===== config.mk =====
export PLATFORM = sky130hd
export DESIGN_NAME = kamus_issue_ctrl
export DESIGN_NICKNAME = d
export VERILOG_FILES = /design/src/rtl/kamus_issue_ctrl.sv
export SDC_FILE = /design/constraint.sdc
export NUM_CORES = 1
export LEC_CHECK = 0
export ABC_AREA = 1
export CORE_MARGIN = 4
export CORE_UTILIZATION = 45
export CTS_BUF_LIST = sky130_fd_sc_hd__clkbuf_2
export CTS_CLUSTER_DIAMETER = 30
export DETAILED_ROUTE_END_ITERATION = 12
export PLACE_DENSITY = 0.72
export SYNTH_ARGS = -nofsm -noshare
export SYNTH_HDL_FRONTEND = slang
export SYNTH_SLANG_ARGS = --single-unit

===== constraint.sdc =====
create_clock -name clk_i -period 5.3 [get_ports clk_i]
set_clock_uncertainty 0.15 [all_clocks]
set_input_delay 1.06 -clock clk_i [delete_from_list [all_inputs] [get_ports clk_i]]
set_output_delay 1.06 -clock clk_i [all_outputs]
set_load 0.03 [all_outputs]

===== src/rtl/kamus_issue_ctrl.sv =====
// kamus_issue_ctrl: decode-to-execute issue control with a long-latency register scoreboard,
// outstanding-op limit, fence drain and post-redirect bubble window.
module kamus_issue_ctrl #(
   parameter int MAX_OUTSTANDING = 4,
   parameter int FLUSH_CYCLES    = 2
) (
   input  logic        clk_i,
   input  logic        rst_ni,
   input  logic        id_valid_i,
   output logic        id_ready_o,
   input  logic [4:0]  rs1_addr_i,
   input  logic [4:0]  rs2_addr_i,
   input  logic [4:0]  rd_addr_i,
   input  logic        rs1_used_i,
   input  logic        rs2_used_i,
   input  logic        rd_wr_i,
   input  logic        long_lat_i,
   input  logic        fence_i,
   input  logic        ex_ready_i,
   output logic        issue_valid_o,
   input  logic        wb_valid_i,
   input  logic [4:0]  wb_rd_addr_i,
   input  logic        flush_i,
   output logic        stall_o,
   output logic [3:0]  outstanding_o,
   output logic [31:0] busy_o
);
   typedef enum logic {RUN, FLUSH} state_t;
   state_t      state, state_nxt;
   logic [2:0]  flush_cnt, flush_cnt_nxt;
   logic [3:0]  outstanding, outstanding_nxt;
   logic [31:0] busy, busy_nxt, wb_mask, set_mask, eff_busy;
   logic        hazard, drained, lat_issue;
   always_ff @(posedge clk_i or negedge rst_ni)
      if (!rst_ni) begin
         state       <= RUN;
         flush_cnt   <= 3'd0;
         outstanding <= 4'd0;
         busy        <= 32'd0;
      end else begin
         state       <= state_nxt;
         flush_cnt   <= flush_cnt_nxt;
         outstanding <= outstanding_nxt;
         busy        <= busy_nxt;
      end
   // A same-cycle writeback counts as already retired, for hazards and for fence drain.
   always_comb begin
      wb_mask         = wb_valid_i ? 32'd1 << wb_rd_addr_i : 32'd0;
      eff_busy        = busy & ~wb_mask;
      hazard          = (rs1_used_i & eff_busy[rs1_addr_i]) | (rs2_used_i & eff_busy[rs2_addr_i]) |
                        (rd_wr_i & eff_busy[rd_addr_i]) |
                        (long_lat_i & outstanding == 4'(MAX_OUTSTANDING) & ~wb_valid_i);
      drained         = outstanding == 4'd0 | (outstanding == 4'd1 & wb_valid_i);
      id_ready_o      = state == RUN & ex_ready_i & ~hazard & ~flush_i & (~fence_i | drained);
      issue_valid_o   = id_valid_i & id_ready_o;
      stall_o         = id_valid_i & ~id_ready_o & state == RUN & ~flush_i;
      lat_issue       = issue_valid_o & long_lat_i;
      set_mask        = (lat_issue & rd_wr_i) ? 32'd1 << rd_addr_i : 32'd0;
      busy_nxt        = (eff_busy | set_mask) & ~32'd1;
      outstanding_nxt = (lat_issue & ~wb_valid_i) ? outstanding + 4'd1 :
                        (~lat_issue & wb_valid_i & outstanding != 4'd0) ? outstanding - 4'd1 :
                        outstanding;
      state_nxt       = flush_i ? FLUSH : (state == FLUSH & flush_cnt == 3'd0) ? RUN : state;
      flush_cnt_nxt   = flush_i ? 3'(FLUSH_CYCLES - 1) :
                        (state == FLUSH & flush_cnt != 3'd0) ? flush_cnt - 3'd1 : flush_cnt;
   end
   assign outstanding_o = outstanding;
   assign busy_o        = busy;
endmodule


; Word-level counts from Yosys, hierarchy flattened
; Index checks and enable logic that the tools add are counted.
[totals]
wordCells = 71
ff_bits = 39
n_memories = 0
rom_bits = 0
mem_bits_rw = 0
out_inout_bits = 39
latchBits = 0
[op_classes]
addsub = 3
n_eq_ne = 2
n_mux = 14
multipliers = 0
n_shift = 2
div = 0
bitwise_logic = 36
n_reduce_logical = 7
n_lt_le_gt_ge = 3
[op_table]
columns = cell, n
row1 = $mux 32, 2
row2 = $shl 1x5->32 const A, 2
row3 = $and 32x32->32, 1
row4 = $not 32->32, 1
row5 = $or 32x32->32, 1
row6 = $and 1x1->1, 21
row7 = $lt 5x6->1 const B, 3
row8 = $bmux 1 s5, 3
row9 = $mux 4, 2
row10 = $not 1->1, 7
row11 = $mux 3, 2
row12 = $reduce_bool 2->1, 3
row13 = $mux 1, 5
row14 = $or 1x1->1, 5
row15 = $add 4x1->4 const B, 1
row16 = $eq 4x1->1 const B, 1
row17 = $eq 4x3->1 const B, 1
row18 = $logic_not 4->1, 1
row19 = $reduce_bool 4->1, 1
row20 = $sub 4x1->4 const B, 1
row21 = $logic_not 3->1, 1
row22 = $reduce_bool 3->1, 1
row23 = $sub 3x1->3 const B, 1

; Logic depth before layout (Yosys ltp)
; Gate-level depths: netlist of run 1.
[depth]
word_depth = 21
ltp_mapped = 21
depth_no_buf = 21

; Least setup slack after synthesis of run 1
; OpenSTA, ideal clock, no wires.
[synth_timing]
path_type = input-to-output
startpoint = in rs2_addr_i[0]
endpoint = out stall_o
cell_stages = 13
slack_ns = 1.056
t_arrival_ns = 3.034
required_ns = 4.090
path_cell_list = clkbuf_1 > inv_1 > clkbuf_1 > nand3_1 > nand3_1 > nand3_1 > nand3_1 > nand2_1 > nand2_1 > nand3_1 > nand3_2 > nor2_4 > nor3b_1
[synth_via]
elab_chain_len = 14
[synth_rtl]
columns = element, line_no
row1 = from (decl), 12  ; input logic [4:0] rs2_addr_i,
row2 = $bmux 1 s5, 50  ; hazard = (rs1_used_i & eff_busy[rs1_addr_i]) | (rs2_used_i & eff_busy[rs2_addr_i]) |
row3 = $mux 1 (not written as such), 50
row4 = $and 1x1->1, 50
row5 = $or 1x1->1 (2 in a row), 50
row6 = $or 1x1->1, 51  ; (rd_wr_i & eff_busy[rd_addr_i]) |
row7 = $not 1->1, 54  ; id_ready_o = state == RUN & ex_ready_i & ~hazard & ~flush_i & (~fence_i | drained);
row8 = $and 1x1->1 (3 in a row), 54
row9 = net id_ready_o, 10  ; output logic id_ready_o,
row10 = $not 1->1, 56  ; stall_o = id_valid_i & ~id_ready_o & state == RUN & ~flush_i;
row11 = $and 1x1->1 (3 in a row), 56
row12 = to (decl), 24  ; output logic stall_o,
; The timed path passes the listed nets, and every way through them passes these cells. The select of a mux whose other input is x is not followed.

; Final worst setup path of run 1
[layout_timing]
startpoint = in wb_valid_i
endpoint = out stall_o
[layout_via]
elab_chain_len = 17
word_cells_on_any_way = 28
[layout_rtl]
columns = element, line_no
row1 = from (decl), 21  ; input logic wb_valid_i,
row2 = $mux 32, 48  ; wb_mask = wb_valid_i ? 32'd1 << wb_rd_addr_i : 32'd0;
row3 = $not 32->32, 49  ; eff_busy = busy & ~wb_mask;
row4 = $and 32x32->32, 49
row5 = $bmux 1 s5, 50
row6 = $mux 1 (not written as such), 50
row7 = $and 1x1->1, 50
row8 = $or 1x1->1 (2 in a row), 50
row9 = $or 1x1->1, 51
row10 = $not 1->1, 54
row11 = $and 1x1->1 (2 in a row), 54
row12 = $and 1x1->1 *, 54
row13 = $not 1->1 *, 56
row14 = $and 1x1->1 * (3 in a row), 56
; Mark *: on every way between the ends. The rest lies on a longest branch, timed or not. The select of a mux whose other input is x is not followed.

==> results of run 1 <==
## final cells by class
cell class                 count  area (um2)
fill                         730        2973
multi-input combinational    424        2086
sequential                    39       975.9
timing repair buffer          90       873.3
inverter                      49       183.9
tap                           99       123.9
clock buffer                   6       30.03
clock inverter                 2       7.507
## state kept, by name (all words and copies together) (netlist names)
register	count
busy_o	31
flush_cnt	3
state	1
outstanding_o	4
## through the flow
step | power, mW | cell area [um2] | hold WS (ns) | cells
detailed placement | 0.7528 | 4200 | 0.3861 | 698
CTS | 0.8758 | 4238 | 0.4141 | 706
finish | 0.8759 | 4280 | 0.4101 | 709
global placement | 0.7464 | 4200 | 0.3532 | 698
global route | 0.9439 | 4280 | 0.4447 | 709
floorplan | 0.6148 | 3372 | 0.3396 | 534
## logic make-up after synthesis
logic type / count (synthesis) / synth area share [%]
compound gates: 28 / 4.861
xor+xnor: 4 / 1.039
fa+ha+maj: 6 / 2.226
buf+inv: 71 / 9.202
flops: 39 / 28.94
other cells: 1 / 0.1112
simple gates: 385 / 53.62
## Yosys cell counts
cell type,number
conb_1,1
xnor2_1,1
nor2_1,40
o21ai_0,4
a21oi_1,10
o21bai_1,2
inv_1,41
a21boi_0,4
nor2_2,5
nor2_4,3
a21boi_1,2
inv_2,5
nor4_1,1
buf_12,1
nor3b_1,1
o21ai_1,4
nor3_1,4
nand2_1,154
nand3_1,149
buf_4,3
o211ai_1,1
dfrtp_1,39
buf_2,7
clkinv_1,3
xor2_1,3
nand4_1,9
nand3_2,15
o22ai_1,1
clkbuf_1,9
buf_1,1
ha_1,6
nand2_2,3
buf_6,1
nor3_2,1
## what timing repair did
item	4_1_cts	5_1_grt
setup endpoints to repair	0	3
resized for setup	0	3
buffers inserted	0	3
endpoints found under the hold margin	0	0
## cell usage in the layout, fill, tap and decap left out, types with 2 or more instances in the layout
cell,instances
a21oi_1,10
buf_4,20
o21ai_0,4
inv_2,5
o21ai_1,4
nor2_1,40
dlymetal6s2s_1,3
nor3_1,4
nor2_2,5
inv_1,41
nand3_1,149
ha_1,6
nand2_1,154
buf_12,2
nor2_4,3
a21boi_1,2
nand3_2,15
dfrtp_1,39
clkinv_1,5
nand4_1,9
clkdlybuf4s50_1,64
o21bai_1,2
clkbuf_2,6
xor2_1,3
nand2_2,3
a21boi_0,4
## where the power goes
group	switching, mW	internal [mW]
sequential	0.0352	0.328
clock	0.0905	0.0318
combinational	0.239	0.152
## final timing paths
path                                  start            to  slack [ns]  cells past startpoint
hold / removal                 flush_cnt[2]  flush_cnt[2]        0.41                      2
setup / recovery                 wb_valid_i       stall_o        0.50                     17
setup reg to reg           outstanding_o[0]    busy_o[17]        2.52                     12
max in group asynchronous            rst_ni    busy_o[16]        3.86                      1
min in group asynchronous            rst_ni    busy_o[24]        0.58                      1
hold reg to reg                flush_cnt[2]  flush_cnt[2]        0.41                      2
## worst reg2reg max path, delay by kind of cell (launching register included)
kind | cells | cell delay, ns
AOI/OAI and AO/OA | 1 | 0.15
adders and majority gates | 1 | 0.25
and+or+nand+nor | 8 | 1.21
buffers and inverters | 2 | 0.47
DFF | 1 | 0.50
## metal layers
layer  global-route usage (%)  vias to the layer above  part of all wire [%]
li1                         -                     1910                     -
met1                    41.19                     1823                    44
met2                    44.15                      266                    44
met3                    5.418                       29                    10
met4                    8.413                        0                   2.3
met5                        0                        -                     0
==> results.toml, run 1 <==
[setup_path]
crit_path_end_kind = "primary output"
worst-path-buf-inv = 5
setup.worst_path.start_class = "primary input"
cp.required_ns = 4.09
path_cells = "clkdlybuf4s50_1 > inv_2 > nor2_4 > buf_12 > buf_4 > a21boi_0 > nor2_1 > nor2_1 > nand2_1 > nand3_1 > nand2_1 > nand2_1 > nand2_2 > nand3_2 > nor2_4 > nor3b_1 > dlymetal6s2s_1"
critPathMaxStageDelay_ns = 0.47
crit_arrival_ns = 3.59
crit_family = "buffers and inverters"
slowest_stage = "clkdlybuf4s50_1"
worstSetupPathType = "in -> out"
crit_fanout = 15
crit_top_cell = "nand2_1"

[clocking]
cts_max_path_buffers = 2
cts_max_level = 2
cts_root_buffer = "clkbuf_2"
clkLatencyLatePin_ns = 0.39
clock_sinks = 39
cts_buffers = 5
path_clk_slew_ns = 0.16
cts_tree = "done"
holdBufCountCts = 0

[route]
totalWireLength_um = 12690
dr.pass1.iters = 7
vias_per_cell = 5.681
ant_nets = 0
vias = 4028
post-route-drc-count = 0
first_iter_violations = 450
wl_per_cell_um = 17.90

[synthesis]
yosys.cell_types.count = 34
avgSynthCellArea_um2 = 6.315
synth_top_area_share_pct = 28.94
syn-instance-count = 534
synthTopCellsByArea = "dfrtp_1, nand3_1, nand2_1, inv_1, nand3_2"
syn-cell-area_um2 = 3372
synth_top_cell_by_area = "dfrtp_1"
yosys_warnings = 0
syn_nets = 571
ys_seq_area_share_pct = 28.94
synth-seq-cells = 39

[place]
gp_congestion = 0.9251
pre_cts_ws_ns = 0.1370
dpl.hpwl_um = 10060
io_buffers = 68

[run]
cap_violations = 0

[sta]
fmax_mhz = 208.4
worst_slack_ns = 0.5022
finalCritPeriodShare_pct = 90.53
setup_tns_ns = 0
rsz0062_at_grt = "false"
fin_crit_ns = 4.798
relSlewSlack_pct = 44.09
report.final.setup_viol = 0
slew_viol_final = 0
hold_viol = 0
tightest_slew_ns = 0.8386

[floorplanning]
rows = 31
dieArea_um2 = 8943
ios = 70
die_h_um = 94.57
die_w_um = 94.57
start_util_pct = 46.49
core_um2 = 7253

[cells_and_area]
diodes = 0
final_nets = 646
fin_util_pct = 59.01
drive_gt1_share_pct = 10.00
area_delta_synth_final_pct = 26.94

[global_routing]
antenna_found_initial = 0
gr-total-overflow = 0
grt_pass1_wl_um = 19890
grt_max_degree = 40
grt_pass1_vias = 3795
gr-usage-all-layers_pct = 28.77

[worst_hold_path]
hp-class = "reg -> reg"

[power_and_ir_drop]
power.density_nw_per_um2 = 204.6
irDropWorstVdd_mv = 0.1987
p_leak_nw = 2.062

[run_status]
status = "finished clean"
Note: power is estimated with default switching activity, not from simulation.
==> inputs of run 2 (changes only) <==
--- a/config.mk
+++ b/config.mk
@@ -5,13 +5,12 @@
 export SDC_FILE = /design/constraint.sdc
 export NUM_CORES = 1
 export LEC_CHECK = 0
-export ABC_AREA = 1
 export CORE_MARGIN = 4
-export CORE_UTILIZATION = 45
+export CORE_UTILIZATION = 41
 export CTS_BUF_LIST = sky130_fd_sc_hd__clkbuf_2
 export CTS_CLUSTER_DIAMETER = 30
 export DETAILED_ROUTE_END_ITERATION = 12
-export PLACE_DENSITY = 0.72
+export PLACE_DENSITY = 0.66
 export SYNTH_ARGS = -nofsm -noshare
 export SYNTH_HDL_FRONTEND = slang
 export SYNTH_SLANG_ARGS = --single-unit
==> run 2 against run 1 <==
  * Clock power increased by 55%
  * Combinational power decreased by 7.2%
  * Non-clock buffer count grew 48
  * Worst setup slack got worse by 0.24 ns
  * Total power rose by 4.6%
  * Global-route usage is 1.7 points lower
  * Design area up 8.3%
  * Sequential power about the same
  * First-iteration DRC count shrank 34%
  * Fmax decreased by 4.9%
  * Routed wire length increased by 2.7%
  * Critical path type unchanged
  * Critical endpoint is now issue_valid_o
==> results.toml, run 2 <==
[run_status]
status = "finished clean"

[route]
first_iter_violations = 299
wl_per_cell_um = 21.64
ant_nets = 0
vias = 3758
vias_per_cell = 6.243
totalWireLength_um = 13030
dr.pass1.iters = 5
post-route-drc-count = 0

[clocking]
cts_root_buffer = "clkbuf_2"
cts_tree = "done"
clkLatencyLatePin_ns = 0.41
holdBufCountCts = 0
cts_buffers = 5
clock_sinks = 39
cts_max_path_buffers = 2
cts_max_level = 2
path_clk_slew_ns = 0.21
post_cts_buffers = 0
cts_resized = 5

[global_routing]
antenna_found_initial = 0
gr-total-overflow = 0
grt_max_degree = 40
grt_pass1_vias = 3617
grt_pass1_wl_um = 20530
gr-usage-all-layers_pct = 27.05

[synthesis]
synth_most_common_cell = "dfrtp_1"
syn_nets = 418
ys_seq_area_share_pct = 29.41
synth-seq-cells = 39
synthFlopType = "dfrtp_1"
yosys.cell_types.count = 70
synth_top_area_share_pct = 29.41
syn-cell-area_um2 = 3318
async_reset_ff_share_pct = 100.0
synth_edf_count = 0
avgSynthCellArea_um2 = 8.709
synthTopCellsByCount = "dfrtp_1, o21ai_0, nand2_1"
synthTopCellsByArea = "dfrtp_1, mux2_2, o21ai_0, mux2i_1, nand2_1"
yosys_warnings = 0
synth_top_cell_by_area = "dfrtp_1"
syn-instance-count = 381

[floorplanning]
dieArea_um2 = 9596
start_util_pct = 42.50
die_h_um = 97.96
die_w_um = 97.96
ios = 70
rows = 32
core_um2 = 7807

[worst_hold_path]
hp-class = "reg -> reg"
holdCritStartpoint = "flush_cnt[1]"
holdPathStages = 2
min_to = "flush_cnt[1]"

[sta]
relSlewSlack_pct = 38.13
report.final.setup_viol = 0
whs_ns = 0.4084
hold_viol = 0
rsz0062_at_grt = "false"
fin_crit_ns = 5.043
finalCritPeriodShare_pct = 95.14
fmax_mhz = 198.3
slew_viol_final = 0
tightest_slew_ns = 0.9280

[place]
dpl.hpwl_um = 10390
dpl.cell_count = 594
io_buffers = 68
dpl_cell_area_um2 = 4541
gp_congestion = 0.9305

[cells_and_area]
mostFrequentLayoutCells = "buf_4, clkdlybuf4s50_1, dfrtp_1"
stdcell_count = 602
fin_util_pct = 59.36
diodes = 0
multi_input_comb_area_um2 = 2180
final_common_cell = "buf_4"
seq_area_um2 = 975.9
design_area_um2 = 4634
nFillCells = 719
final_nets = 536
drive_gt1_share_pct = 24.80
largest_reg_flops = 31
area_delta_synth_final_pct = 39.67

[setup_path]
rr_startpoint = "busy_o[24]"
worstSetupPathType = "in -> out"
rrSetupSlack_ns = 1.82
setup.worst_path.start_class = "primary input"
reg2reg_depth = 10
cp.required_ns = 4.09
crit_arrival_ns = 3.83
crit_path_end_kind = "primary output"
r2r_end = "busy_o[9]"
crit_start = "wb_valid_i"
crit_fanout = 4

[power_and_ir_drop]
finalPower_uw = 916.2
power.density_nw_per_um2 = 197.7
p_comb_share_pct = 39.5
clkPwrFrac_pct = 20.6
p_sw_share_pct = 37.66
switchingPower_uw = 345.1
p_int_uw = 571.1
irDropWorstVdd_mv = 0.1630
p_leak_nw = 1.960
pwr-share-seq_pct = 39.8

[run]
cap_violations = 0
==> run 2: changes by cell type after synthesis, sizes merged, moves of 8 or more <==
cell,change
clkbuf,+8
o21ai,+46
nand2,-131
nor3,+8
inv,-29
mux2i,+15
nand2b,+10
mux2,+15
nor2,-31
nand3,-151
==> run 2: worst max path at each step <==
stage | endpoint
finish | issue_valid_o
global route | issue_valid_o
CTS | stall_o
detailed placement | stall_o
global placement | stall_o
floorplan | stall_o
==> run 2: cell families (layout without fill, tap and decap cells) <==
| logic type | Yosys count | in the layout | synth area share, % |
|---|---|---|---|
| other | 1 | 1 | 0.1130 |
| multiplexers | 34 | 34 | 12.33 |
| AO/OA/AOI/OAI | 121 | 121 | 25.08 |
| flip-flops | 39 | 39 | 29.41 |
| buffers and inverters | 44 | 163 | 5.731 |
| AND/OR/NAND/NOR | 127 | 127 | 22.70 |
| XOR/XNOR | 9 | 9 | 2.375 |
| adder cells (fa/ha/maj) | 6 | 6 | 2.262 |
==> run 2: critical path: stages <==
cell,delay (ns)
clkdlybuf4s50_1,0.53
buf_4,0.19
nand4b_4,0.14
or2_0,0.24
a221o_1,0.36
a2111o_1,0.41
o311ai_2,0.25
o41a_2,0.22
buf_4,0.12
and3_1,0.15
buf_4,0.16
==> run 2: area by class of cell <==
cell class	count	area share (%)
well taps	102	2.754
clock buffers	5	0.5400
flip-flops and latches	39	21.06
inverters	17	1.377
repair buffers	138	26.30
clock inverters	3	0.9449
multi-input cells	298	47.03
==> run 2: metal layers <==
layer / vias up / GRT usage (%) / routed length, um
met5: - / 0 / 0
met4: 0 / 6.922 / 206
met3: 24 / 4.929 / 1208
met1: 1829 / 38.41 / 5555
met2: 225 / 42.57 / 6059
li1: 1680 / - / -
==> run 2: per-stage QoR <==
| step | TNS [ns] | setup slack (ns) |
|---|---|---|
| finish | 0 | 0.2575 |
| CTS | 0 | 0.06083 |
| global placement | -0.2355 | -0.2355 |
| floorplan | 0 | 0.8725 |
| global route | 0 | 0.1271 |
| detailed placement | -0.2536 | -0.2536 |
==> run 2: power groups by stage <==
stage / combinational [mW] / clock [mW] / sequential [mW]
after global placement: 0.357 / 0 / 0.368
after detailed placement: 0.360 / 0 / 0.370
final: 0.362 / 0.189 / 0.365
after floorplan: 0.180 / 0 / 0.397
after CTS: 0.362 / 0.197 / 0.365
after global routing: 0.398 / 0.207 / 0.371
